$ cat src/rtl/slt_iter_cmp.sv
// slt_iter_cmp: multi-cycle set-on-compare (SLT/SLTU/SEQ/SNE), DIGIT bits per cycle, MSB chunk first.
// The zero-extended 0/1 result is returned over a valid/ready handshake.
module slt_iter_cmp #(
  parameter int WIDTH      = 32,
  parameter int DIGIT      = 8,
  parameter int EARLY_EXIT = 1
) (
  input  logic             clk,
  input  logic             reset,
  input  logic             in_valid,
  output logic             in_ready,
  input  logic [WIDTH-1:0] a,
  input  logic [WIDTH-1:0] b,
  input  logic [1:0]       op,
  output logic             out_valid,
  input  logic             out_ready,
  output logic [WIDTH-1:0] result,
  output logic             busy
);

  localparam int NCHUNK = WIDTH / DIGIT;
  localparam int IDXW   = (NCHUNK > 1) ? $clog2(NCHUNK) : 1;
  localparam logic [IDXW-1:0] LAST_IDX = IDXW'(NCHUNK - 1);

  localparam logic [1:0] S_IDLE = 2'd0;
  localparam logic [1:0] S_CMP  = 2'd1;
  localparam logic [1:0] S_DONE = 2'd2;

  localparam logic [1:0] OP_SLT  = 2'b00;
  localparam logic [1:0] OP_SLTU = 2'b01;
  localparam logic [1:0] OP_SEQ  = 2'b10;
  localparam logic [1:0] OP_SNE  = 2'b11;

  logic [1:0]       state;
  logic [WIDTH-1:0] sh_a;
  logic [WIDTH-1:0] sh_b;
  logic [1:0]       op_q;
  logic [IDXW-1:0]  idx;
  logic             lt_q;
  logic             diff_q;

  logic [DIGIT-1:0] chunk_a;
  logic [DIGIT-1:0] chunk_b;
  logic             chunk_diff;
  logic             lt_next;
  logic             diff_next;
  logic             last_chunk;
  logic             finish;
  logic             flag;
  logic [WIDTH-1:0] cap_a;
  logic [WIDTH-1:0] cap_b;

  always_comb begin
    chunk_a    = sh_a[WIDTH-1 -: DIGIT];
    chunk_b    = sh_b[WIDTH-1 -: DIGIT];
    chunk_diff = (chunk_a != chunk_b);
    // Only the first differing chunk decides the ordering; later chunks are ignored.
    diff_next  = diff_q | chunk_diff;
    lt_next    = diff_q ? lt_q : (chunk_a < chunk_b);
    last_chunk = (idx == LAST_IDX);
    finish     = last_chunk || ((EARLY_EXIT != 0) && chunk_diff && !diff_q);
    case (op_q)
      OP_SEQ:  flag = ~diff_next;
      OP_SNE:  flag = diff_next;
      default: flag = lt_next;
    endcase
    // Flipping the sign bits turns a signed compare into an unsigned one.
    cap_a = a;
    cap_b = b;
    if (op == OP_SLT) begin
      cap_a[WIDTH-1] = ~a[WIDTH-1];
      cap_b[WIDTH-1] = ~b[WIDTH-1];
    end
  end

  assign in_ready  = (state == S_IDLE);
  assign out_valid = (state == S_DONE);
  assign busy      = (state == S_CMP) || (state == S_DONE);

  always_ff @(posedge clk) begin
    if (reset) begin
      state  <= S_IDLE;
      result <= '0;
      sh_a   <= '0;
      sh_b   <= '0;
      op_q   <= OP_SLTU;
      idx    <= '0;
      lt_q   <= 1'b0;
      diff_q <= 1'b0;
    end else begin
      case (state)
        S_IDLE: begin
          if (in_valid) begin
            sh_a   <= cap_a;
            sh_b   <= cap_b;
            op_q   <= op;
            idx    <= '0;
            lt_q   <= 1'b0;
            diff_q <= 1'b0;
            state  <= S_CMP;
          end
        end
        S_CMP: begin
          sh_a   <= sh_a << DIGIT;
          sh_b   <= sh_b << DIGIT;
          idx    <= idx + 1'b1;
          lt_q   <= lt_next;
          diff_q <= diff_next;
          if (finish) begin
            result <= {{(WIDTH-1){1'b0}}, flag};
            state  <= S_DONE;
          end
        end
        S_DONE: begin
          if (out_ready) begin
            state <= S_IDLE;
          end
        end
        default: state <= S_IDLE;
      endcase
    end
  end

endmodule
$ cat config.mk
export PLATFORM = sky130hd
export DESIGN_NAME = slt_iter_cmp
export DESIGN_NICKNAME = d
export VERILOG_FILES = /design/src/rtl/slt_iter_cmp.sv
export SDC_FILE = /design/constraint.sdc
export NUM_CORES = 1
export LEC_CHECK = 0
export ABC_CLOCK_PERIOD_IN_PS = 2140
export CAP_MARGIN = 25
export CORE_ASPECT_RATIO = 0.5
export CORE_MARGIN = 1
export CORE_UTILIZATION = 45
export CTS_CLUSTER_SIZE = 28
export DETAILED_ROUTE_END_ITERATION = 8
export DONT_BUFFER_PORTS = 1
export PLACE_DENSITY = 0.67
export SLEW_MARGIN = 5
export SYNTH_ARGS = -nofsm -noshare
export SYNTH_HDL_FRONTEND = slang
export SYNTH_SLANG_ARGS = --single-unit
$ cat constraint.sdc
create_clock -name clk -period 2.14 [get_ports clk]
set_clock_uncertainty 0.2 [all_clocks]
set_input_delay 0.321 -clock clk [delete_from_list [all_inputs] [get_ports clk]]
set_output_delay 0.321 -clock clk [all_outputs]
set_load 0.05 [all_outputs]
==> results.toml <==
[run_status]
status = "finished, violations left"
failed_checks = "negative hold slack"

[pwr]
power.density_mw_per_mm2 = 1889
combPwrFrac_pct = 50.1
p_sw_mw = 3.239
clkPwrFrac_pct = 19.9
p_leak_nw = 1.561
p_sw_share_pct = 41.80
p_seq_share_pct = 29.9
p_int_mw = 4.509
ir_drop_uv = 859.9

[setup_path]
cp_slowest_cell = "dlygate4sd3_1"
crit_buf_inv = 3
crit_chain = "inv_1, ha_4, buf_6, a21oi_1, a211oi_1, dlygate4sd3_1"
cp-end-kind = "flip-flop"
path_max_fanout = 20
cp.arrival_ps = 2150
worstSetupPathType = "reg2reg"
required_ps = 2220
max_stage_delay_ps = 580
path_delay_family = "buffers and inverters"
critPathLaunchType = "flip-flop"

[place]
dp_cells = 485
gp_congestion = 0.8604
dp_hpwl_um = 5302
numPortBuffers = 0
postPlaceCellArea_mm2 = 0.003756

[synthesis]
synth_top_area_share_pct = 38.30
ys_seq_area_share_pct = 38.30
ys_types = 36
ys_warn_count = 0
netlist_instances = 392
netlist_area_mm2 = 0.003816
yosys_most_used_dff = "dfxtp_1"
synth_edf_count = 0
yosysMostFrequentCell = "dfxtp_1"
synth_common_cells = "dfxtp_1 (73), nor2_1 (70), mux2i_1 (47), a211oi_2 (40), buf_4 (36)"
syn_avg_cell_area_um2 = 9.735
async_flop_share_pct = 0
yosys-top-cells-area = "dfxtp_1 (38%), a211oi_2 (13%), mux2i_1 (12%), buf_4 (7.1%), nor2_1 (6.9%)"
synth-seq-cells = 73
yosysTopAreaCell = "dfxtp_1"

[final_layout]
nNetsFinal = 468
design_area_mm2 = 0.004103
num_antenna_cells = 0
drive_gt1_share_pct = 17.90
final_cells = 503
fill_cells = 770
area.growth.synth_to_final_pct = 7.508

[cts]
clockBufferDepth = 2
cts_num_sinks = 73
root_buffer = "clkbuf_16"
path_clk_slew_ps = 60
holdBufCountCts = 2
cts_tree = "done"
cts_inserted_buffers = 9
insertion_delay_ps = 340
cts_setup_buffers = 0
h-tree-depth = 3

[floorplanning]
die_h_um = 67.12
io_pins = 105
die_x_um = 132.2
core_area_mm2 = 0.008115
std_cell_rows = 23
initial_core_util_pct = 47.02
dieArea_mm2 = 0.008875

[global_route]
grt_pass1_vias = 2373
antenna_found_initial = 0
grt_pass1_wl_um = 11960
grt_max_degree = 76
grt_use_total_pct = 18.01
grt_overflow = 0

[routing]
via_per_inst = 5.149
num_vias = 2590
ant_nets = 0
first_pass_iters = 4
first_iter_violations = 194
finalWirelength_um = 7677
drcViolationCount = 0
wl_per_cell_um = 15.26

[timing]
tightest_slew_ps = 510.0
fin_crit_ps = 2069
final_max_slew_viol_count = 0
setup_violations = 0
whs_ps = -148.0
fmax_ghz = 0.4833
finalHoldViolations = 71
period_share_pct = 96.68
relSlewSlack_pct = 65.95

[job]
drv_cap = 0

[worst_hold_path]
hold_path_class = "in2reg"
==> cells in the final DEF (no fill, tap or decap), types with 3 or more instances in the layout <==
| cell type | n |
|---|---|
| dfxtp_1 | 73 |
| nor2_1 | 70 |
| mux2i_1 | 47 |
| a211oi_2 | 40 |
| conb_1 | 31 |
| a22oi_1 | 16 |
| inv_1 | 14 |
| nand2_1 | 12 |
| ha_1 | 10 |
| a21oi_1 | 9 |
| clkbuf_16 | 9 |
| a211oi_1 | 8 |
| buf_4 | 6 |
| nand4_1 | 4 |
| o21ai_0 | 4 |
| o21ai_1 | 3 |
| clkbuf_8 | 3 |
==> through the flow <==
step	hold slack, ps	TNS (ps)	util, %	power, mW	worst slack [ps]
after floorplan	231.9	0	-	5.707	72.44
final	-148.0	0	50.56	7.748	71.05
after global routing	-168.1	-24.32	50.56	8.334	-24.32
after CTS	-169.8	0	50.34	7.772	60.01
after detailed placement	193.5	0	46.28	6.169	213.2
after global placement	194.6	0	46.28	6.118	269.2
==> routing by layer <==
| metal | wire, um | global-route usage, % | vias to the layer above |
|---|---|---|---|
| met1 | 3725 | 23.61 | 1192 |
| met2 | 3341 | 25.86 | 84 |
| met4 | 50 | 6.466 | 0 |
| met3 | 559 | 8.295 | 5 |
| met5 | 0 | 0 | - |
| li1 | - | - | 1309 |
==> final timing paths <==
kind | from | to | slack [ps] | depth (start not counted)
max | state[1] | diff_q | 70 | 6
min | reset | sh_b[0] | -150 | 1
max reg2reg | state[1] | diff_q | 70 | 6
min reg2reg | sh_b[31] | sh_b[31] | 260 | 2
==> power by group through the flow <==
stage / Clock (mW) / Combinational, mW / Sequential, mW
after floorplan: 0 / 3.49 / 2.22
after global placement: 0 / 3.78 / 2.34
after detailed placement: 0 / 3.83 / 2.34
after CTS: 1.59 / 3.86 / 2.32
after global routing: 1.64 / 4.31 / 2.39
final: 1.54 / 3.89 / 2.32
==> cell families after synthesis <==
logic type | Yosys count | synth area share (%)
other cells | 1 | 0.09827
mux | 47 | 12.33
buf+inv | 73 | 12.52
simple gates | 95 | 10.30
fa+ha+maj | 12 | 3.934
flops | 73 | 38.30
xor+xnor | 3 | 0.6887
compound gates | 88 | 21.84
==> flip-flops by register name (all words and copies together) (netlist names) <==
| signal | cells |
|---|---|
| diff_q | 1 |
| sh_b | 32 |
| result | 1 |
| idx | 2 |
| sh_a | 32 |
| op_q | 2 |
| state | 2 |
| lt_q | 1 |
==> repair_timing <==
item	in CTS	in global routing
endpoints found under the hold margin	73	71
resized for setup	0	6
endpoints found under the setup margin	0	2
==> final cells by class <==
type / instances / area, um2 / area share [%]
clock buffer: 14 / 274.0 / 6.679
clock inverter: 2 / 35.03 / 0.8539
inverter: 14 / 52.55 / 1.281
multi-input combinational: 276 / 2012 / 49.04
sequential: 73 / 1461 / 35.62
tap: 112 / 140.1 / 3.416
timing repair buffer: 12 / 127.6 / 3.111
==> worst register-to-register path, stage by stage (launching register included) <==
cell and delay, ps:
dfxtp_1 330, inv_1 120, ha_4 210, buf_6 240, a21oi_1 80, a211oi_1 260, dlygate4sd3_1 580
(Power assumes the default switching activity.)
